==> src/rtl/wav_pkg.sv <==
// ---------------------------------------------------------------------------
// wav_pkg
// Shared definitions for the audio capture path:
//   wav_state_e  - recorder FSM states (IDLE, ARMED, RECORD, DONE)
//   MIDSCALE     - 8-bit unsigned midscale value (silence)
//   quantise()   - 16-bit unsigned audio -> 8-bit sample, saturating; the
//                  exact inverse of the player's {1'b0, s, 7'b0} scaling
//   midscale_dev() - absolute distance of an 8-bit sample from MIDSCALE
// ---------------------------------------------------------------------------
package wav_pkg;

    typedef enum logic [1:0] {
        ST_IDLE   = 2'd0,
        ST_ARMED  = 2'd1,
        ST_RECORD = 2'd2,
        ST_DONE   = 2'd3
    } wav_state_e;

    localparam logic [7:0] MIDSCALE = 8'h80;

    // Any input with bit 15 set exceeds what the player can reproduce from
    // an 8-bit sample, so it clips to full scale.
    function automatic logic [7:0] quantise(input logic [15:0] s);
        return s[15] ? 8'hFF : s[14:7];
    endfunction

    function automatic logic [7:0] midscale_dev(input logic [7:0] q);
        return (q >= MIDSCALE) ? (q - MIDSCALE) : (MIDSCALE - q);
    endfunction

endpackage

==> src/rtl/wav_rate_tick.sv <==
// ---------------------------------------------------------------------------
// wav_rate_tick
// Sample-rate prescaler. Counts 0..PRESCALE-1 while enabled and raises tick
// for the single cycle in which the count equals PRESCALE-1 (the counter
// returns to 0 on the following edge).
// Ports:
//   clk      system clock (clk_sys)
//   reset_n  asynchronous active-low reset, clears the count
//   clr      synchronous clear, has priority over en
//   en       count enable
//   tick     one-cycle pulse at the last count of each period
// ---------------------------------------------------------------------------
module wav_rate_tick #(
    parameter int PRESCALE = 2178
) (
    input  logic clk,
    input  logic reset_n,
    input  logic clr,
    input  logic en,
    output logic tick
);

    localparam int CW = (PRESCALE > 1) ? $clog2(PRESCALE) : 1;
    localparam logic [CW-1:0] LAST = CW'(PRESCALE - 1);

    logic [CW-1:0] cnt;

    assign tick = en && (cnt == LAST);

    always_ff @(posedge clk or negedge reset_n) begin
        if (!reset_n) begin
            cnt <= '0;
        end else if (clr) begin
            cnt <= '0;
        end else if (en) begin
            cnt <= tick ? '0 : cnt + 1'b1;
        end
    end

endmodule

==> src/rtl/wav_recorder.sv <==
// ---------------------------------------------------------------------------
// wav_recorder
// Decimates a free-running unsigned 16-bit audio stream to 8-bit samples at
// one sample per PRESCALE clocks and writes them sequentially into the write
// port of the shared sample RAM, starting at address 0.
//
// Optional feature (macro WAV_RECORDER_TRIGGER_EN): start arms the recorder;
// capture begins on the first sample whose distance from midscale reaches
// THRESH. Without the macro, start begins capture immediately.
//
// Ports:
//   clk       system clock (clk_sys)
//   reset_n   asynchronous active-low reset
//   start     one-cycle pulse, begin capture (ignored while busy)
//   stop      one-cycle pulse, end capture early (ignored in IDLE)
//   audio_in  unsigned audio sample, continuously valid
//   ram_a     RAM write address (holds between writes)
//   ram_d     RAM write data (holds between writes)
//   ram_we    RAM write enable, one-cycle pulse per sample
//   busy      high while ARMED or RECORD
//   done      one-cycle pulse when a capture ends (not on reset)
//   length    samples written by the last/current capture
//   state_dbg current FSM state, for observation only
//
// Handshake: there is no backpressure. Each ram_we cycle is a complete
// write of ram_d to ram_a; the RAM is assumed always ready.
// ---------------------------------------------------------------------------
module wav_recorder
    import wav_pkg::*;
#(
    parameter int         PRESCALE = 2178,
    parameter int         ADDR_W   = 14,
    parameter logic [7:0] THRESH   = 8'd16
) (
    input  logic              clk,
    input  logic              reset_n,
    input  logic              start,
    input  logic              stop,
    input  logic [15:0]       audio_in,
    output logic [ADDR_W-1:0] ram_a,
    output logic [7:0]        ram_d,
    output logic              ram_we,
    output logic              busy,
    output logic              done,
    output logic [ADDR_W:0]   length,
    output wav_state_e        state_dbg
);

    wav_state_e        state;
    logic [ADDR_W-1:0] addr;
    logic [7:0]        q;
    logic              tick;
    logic              rate_clr;
    logic              rate_en;
    logic              last_addr;

    assign q         = quantise(audio_in);
    assign state_dbg = state;
    assign last_addr = (addr == {ADDR_W{1'b1}});

    // Prescaler runs only while recording and sits at 0 otherwise, so the
    // first write lands exactly PRESCALE cycles after RECORD is entered.
    assign rate_en  = (state == ST_RECORD);
    assign rate_clr = (state != ST_RECORD);

`ifdef WAV_RECORDER_TRIGGER_EN
    logic trig_hit;
    logic unused_bits;
    assign trig_hit    = (midscale_dev(q) >= THRESH);
    assign unused_bits = ^audio_in[6:0];
`else
    logic unused_bits;
    assign unused_bits = ^{THRESH, audio_in[6:0]};
`endif

    wav_rate_tick #(
        .PRESCALE (PRESCALE)
    ) u_rate_tick (
        .clk     (clk),
        .reset_n (reset_n),
        .clr     (rate_clr),
        .en      (rate_en),
        .tick    (tick)
    );

    always_ff @(posedge clk or negedge reset_n) begin
        if (!reset_n) begin
            state  <= ST_IDLE;
            addr   <= '0;
            ram_a  <= '0;
            ram_d  <= '0;
            ram_we <= 1'b0;
            busy   <= 1'b0;
            done   <= 1'b0;
            length <= '0;
        end else begin
            ram_we <= 1'b0;
            done   <= 1'b0;
            case (state)
                ST_IDLE: begin
                    if (start) begin
                        addr   <= '0;
                        length <= '0;
                        busy   <= 1'b1;
`ifdef WAV_RECORDER_TRIGGER_EN
                        state  <= ST_ARMED;
`else
                        state  <= ST_RECORD;
`endif
                    end
                end

                ST_ARMED: begin
`ifdef WAV_RECORDER_TRIGGER_EN
                    if (stop) begin
                        state <= ST_DONE;
                        done  <= 1'b1;
                        busy  <= 1'b0;
                    end else if (trig_hit) begin
                        state <= ST_RECORD;
                    end
`else
                    state <= ST_IDLE;
`endif
                end

                ST_RECORD: begin
                    if (tick) begin
                        ram_we <= 1'b1;
                        ram_a  <= addr;
                        ram_d  <= q;
                        addr   <= addr + 1'b1;
                        length <= length + 1'b1;
                    end
                    // A write on the same tick as stop, or the write that
                    // fills the RAM, still completes before the capture ends.
                    if (stop || (tick && last_addr)) begin
                        state <= ST_DONE;
                        done  <= 1'b1;
                        busy  <= 1'b0;
                    end
                end

                ST_DONE: begin
                    state <= ST_IDLE;
                end

                default: begin
                    state <= ST_IDLE;
                end
            endcase
        end
    end

endmodule

==> config.mk <==
export PLATFORM = sky130hd
export DESIGN_NAME = wav_recorder
export DESIGN_NICKNAME = d
export VERILOG_FILES = /design/src/rtl/wav_pkg.sv /design/src/rtl/wav_rate_tick.sv /design/src/rtl/wav_recorder.sv
export SDC_FILE = /design/constraint.sdc
export NUM_CORES = 1
export LEC_CHECK = 0
export CORE_ASPECT_RATIO = 1.1
export CORE_MARGIN = 2
export CORE_UTILIZATION = 45
export CTS_CLUSTER_DIAMETER = 120
export DETAILED_ROUTE_END_ITERATION = 6
export PLACE_DENSITY = 0.71
export SLEW_MARGIN = 20
export SYNTH_ARGS = -nofsm -noshare
export SYNTH_HDL_FRONTEND = slang
export SYNTH_SLANG_ARGS = --single-unit
export TNS_END_PERCENT = 1
==> constraint.sdc <==
create_clock -name clk -period 3.24 [get_ports clk]
set_input_delay 0.648 -clock clk [delete_from_list [all_inputs] [get_ports clk]]
set_output_delay 0.648 -clock clk [all_outputs]
set_load 0.02 [all_outputs]
---- Word level (Yosys, flattened, before mapping) ----
Cells that the tools add are included.
word-level totals
  flip-flop bits (word level) ............. 68
  logic and storage cells ................. 52
cells by class
  add/subtract/negate cells ............... 3
  equality and inequality tests ........... 9
  muxes and demuxes ....................... 20
  reductions and logical operators ........ 11
operator list
  kind                                                  count
  two-way mux 12 bit                                    3
  two-way mux 15 bit                                    2
  case mux 15 bit (2 select lines)                      1
  two-way mux 14 bit                                    2
  case mux 14 bit (2 select lines)                      1
  adder 15 x 1 -> 15 bit (second input constant)        1
  adder 14 x 1 -> 14 bit (second input constant)        1
  equality test 14 bit (second input constant)          1
  adder 12 x 1 -> 12 bit (second input constant)        1
  equality test 12 bit (second input constant)          1
  two-way mux 8 bit                                     1
  != test 2 bit (second input constant)                 4
  two-way mux 1 bit                                     6
  case mux 2 bit (3 select lines)                       1
  AND reduction 3 bit                                   2
  equality test 2 bit (second input constant)           2
  two-way mux 2 bit                                     2
  AND reduction 2 bit                                   2
  nonzero test 2 bit                                    2
  equality test 2 x 1 -> 1 bit (second input constant)  1
  logical AND 1 bit                                     2
  zero test 2 bit                                       1
  case mux 1 bit (2 select lines)                       1
  OR reduction 2 bit                                    1
  logical OR 1 bit                                      1

---- Longest topological paths before layout ----
  depth after elaboration ................. 6
  gate-level depth with buffers ........... 10
  depth with buffers taken out ............ 7

---- Cells and area by module ----
A second synthesis with hierarchy kept.
unflattened totals
  cells, all modules ...................... 337
  area total of the unflattened synthesis .. 3270.6 um^2
modules (own cells, without submodules)
  module         instances  cells each  area each (um^2)  seq. area each (um^2)
  wav_recorder   1          261         2484.9            1401.3
  wav_rate_tick  1          76          785.8             300.3

---- Least setup slack after synthesis ----
OpenSTA, ideal clock, no wires.
  path kind ............................... register to register
  start point ............................. reg state[1], in the netlist state_dbg[1]
  end point ............................... reg length[11]
  data arrival time ....................... 1745 ps
  data required time ...................... 3162 ps
  path slack .............................. 1417 ps
  cell stages (with the launch flop) ...... 6
  path buffers ............................ 1
  cells stage by stage .................... dfrtp_1 -> nor2b_1 -> nand4_2 -> buf_6 -> or4_1 -> a21oi_1
between the ends
  longest elaborated chain between the ends .. 4
  elaborated cells between the ends (all ways) .. 8
  those cells by class .................... 3 x eq/ne; 1 x mux; 4 x reduce/logical
RTL lines
  element                        line                                    source
  start: declaration             wav_recorder.sv:49                      wav_state_e state;
  start signal: assignment       wav_recorder.sv:88                      state <= ST_IDLE;
  start signal: assignment       wav_recorder.sv:108                     state <= ST_RECORD;
  start signal: assignment       wav_recorder.sv:123                     state <= ST_IDLE;
  equality test 2 bit            wav_recorder.sv:63, wav_recorder.sv:99
  logical AND 1 bit              wav_rate_tick.sv:28                     assign tick = en && (cnt == LAST);
  != test 2 bit (no line)        n/a
  AND reduction 3 bit (no line)  n/a
  end signal: assignment         wav_recorder.sv:133                     length <= length + 1'b1;
  end: declaration               wav_recorder.sv:45                      output logic [ADDR_W:0] length,
Parallel ways exist; a longest one is shown, timed or not.
A chain may end at the register's enable or synchronous reset.

---- Worst setup path in the final report ----
  start point ............................. reg state[1], in the netlist state_dbg[1]
  end point ............................... reg ram_a[8]
between the ends
  longest elaborated chain between the ends .. 3
RTL lines
  element                          line                                    source
  equality test 2 bit *            wav_recorder.sv:63, wav_recorder.sv:99
  logical AND 1 bit                wav_rate_tick.sv:28
  AND reduction 2 bit (no line) *  n/a
  end signal: assignment           wav_recorder.sv:130                     ram_a <= addr;
  end: declaration                 wav_recorder.sv:40                      output logic [ADDR_W-1:0] ram_a,
Every way passes the cells marked *; elsewhere a longest branch is shown, timed or not.

==> results.txt <==
width of the chip - 83.70 µm
cell row count - 31
CP max-delay cell - nand4_2
Initial Utilization - 47.13%
commonest non-fill, non-tap cell in the layout - dfrtp_1
initial DRC count - 87
Hold-fix buffers, CTS - 0
pin count of the biggest net entering global routing - 37
CTS clk-pin slew, worst paths - 70 ps
Syn Nets - 359
CTS root buf - clkbuf_8
Ant. Diodes - 0
final std cells w/o fill - 473
CTS resizes - 0
CP peak stage delay - 610 ps
RSZ-0062 raised after global routing - no
drt first pass iters - 4
CP Launch Type - flip-flop
dominant cells by area after synthesis - dfrtp_1 54%, nand2_1 7.0%, o21ai_0 4.6%
Max Freq - 402.4 MHz
CTS tree - done
min cycle time layout - 2485 ps
cell mode on critical path - nand2_1
vias - 2579
worst path required time - 3520 ps
routed length per instance - 14.15 µm
Nets - 411
status - complete, no violations
Die H - 91.67 µm
port bufs - 54
crit share post-route - 76.69%
initial antenna violation count - 0
clk sink count - 68
top cell type's share of synthesized area - 54.12%
LEAKAGE - 1.705 nW
measured slew at the worst slew-check pin - 781.5 ps
share of cells above drive strength 1 - 6.138%
via/cell ratio - 5.452
cts bufs inserted - 9
final setup TNS - 0 ps
worst vdd ir - 0.4300 mV
worst skew pair latency - 340 ps
DP HPWL - 4630 µm
Total Power - 1.754 mW
commonest cells after routing, fill and taps aside - 68 x dfrtp_1, 59 x nand2_1, 53 x clkdlybuf4s50_1, 29 x o21ai_0, 27 x nor2_1
Core Region - 6671 µm²
worst hold path type - in -> async
gr ovfl total - 0
H-tree depth - 3
Clock Path Buffers - 2
clk_skew - 7.031 ps
dpl cells - 458
synth warn - 0
pwr/cell area - 446.5 nW/µm²
register bit total from synthesis - 68
Residual DRC - 0
I/O Pins - 62
Avg Cell Area, Syn - 9.386 µm²
vias in the first global route - 2512
first-pass GRT wire length - 11760 µm
Netlist Area Pre-Place - 3144 µm²
Routed Antenna Nets - 0
CP endpoint kind - flip-flop
final worst hold slack - 375.4 ps
Synth-to-Final Area Change - 24.95%
CP max FO - 31
top cell family by delay on the critical path - simple AND/OR/NAND/NOR gates
total wire length - 6695 µm
pins over their slew limit - 0
Global Route Usage Sum - 18.90%
post-synth top area cell - dfrtp_1
slew margin rel. - 47.90%
gpl congestion - 0.8595
worst-path cell chain - nor2b_1 -> nand4_2 -> buf_4 -> inv_1 -> nand2_1 -> nand2_1
Final Hold Fails - 0
Post-CTS Setup Repair Bufs - 0
crit path DAT - 2770 ps
Final Setup Violations - 0
Setup CP Type - reg -> reg
post-synthesis cell count - 335
Max Cap Viol - 0
library cells used by synthesis - 32
die area - 7673 µm²
Seq/Total Area, Yosys - 54.12%
WP buf/inv - 2
-- where the power goes --
part / total (mW) / switching [mW] / internal, mW
clock network: 0.669 / 0.297 / 0.372
logic: 0.171 / 0.105 / 0.0663
registers: 0.914 / 0.0379 / 0.876
-- worst paths after layout --
check,start,endpoint,slack (ps),cells past startpoint
setup / recovery,state_dbg[1],ram_a[8],760,6
hold / removal,reset_n,length[12],380,1
setup reg to reg,state_dbg[1],ram_a[8],760,6
hold reg to reg,ram_a[10],ram_a[10],470,2
max in group asynchronous,reset_n,ram_a[9],2210,2
min in group clk,ram_a[10],ram_a[10],470,2
-- registers in the layout (all words and copies together) (netlist names) --
register and cells:
ram_we 1, u_rate_tick.cnt 12, done 1, state_dbg 2, ram_a 14, busy 1, ram_d 8, addr 14
length 15
-- kinds of logic (layout without fill, tap and decap cells) --
| group | Yosys count | after routing | share of synthesized area, % |
|---|---|---|---|
| flip-flops | 68 | 68 | 54.12 |
| multiplexers | 2 | 2 | 0.7162 |
| buffers and inverters | 23 | 79 | 3.263 |
| XOR/XNOR | 10 | 10 | 2.786 |
| AO/OA/AOI/OAI | 63 | 63 | 10.86 |
| AND/OR/NAND/NOR | 165 | 165 | 26.66 |
| adder cells (fa/ha/maj) | 4 | 4 | 1.592 |
-- per-layer routing --
metal  share of wire (%)  up-vias  track usage, %
met4                 2.3        0           10.08
met1                  47     1225           25.55
met3                 4.9       12           4.410
li1                    -     1276               -
met5                   0        -               0
met2                  46       66           28.33
-- area by class of cell --
cell class,instances,area (µm²)
Tap cell,82,102.6
Multi-Input combinational cell,244,1340
Fill cell,585,2743
Inverter,6,22.52
Sequential cell,68,1702
Clock buffer,13,148.9
Timing Repair Buffer,58,578.1
Clock inverter,2,35.03
-- cells in the mapped netlist, drive strengths merged --
master	count
and4	1
mux2	2
dfrtp	68
nor4b	1
and3	9
xor2	3
and4b	1
and2	2
inv	6
nor3	4
and4bb	2
or4	6
a31o	1
xnor2	7
buf	7
a21oi	24
o31ai	7
nand2	59
nor4	1
clkbuf	10
ha	4
o21ai	29
nor2	27
or3	18
nand3	22
nor4bb	1
nand4	10
o21a	2
nor2b	1
-- through the flow --
stage / area [µm²] / setup slack [ps] / util [%]
after floorplan: 3144 / 1417 / -
final: 3929 / 755.2 / 58.89
after global routing: 3929 / 452.9 / 58.89
after global placement: 3745 / 842.7 / 56.13
after detailed placement: 3745 / 773.6 / 56.13
after CTS: 3929 / 757.4 / 58.89
-- worst reg2reg max path, delay by kind of cell (launching register included) --
family        cells  cell delay (ps)
flops             1              440
buf+inv           2              750
simple gates      4             1250
(Power assumes the default switching activity.)
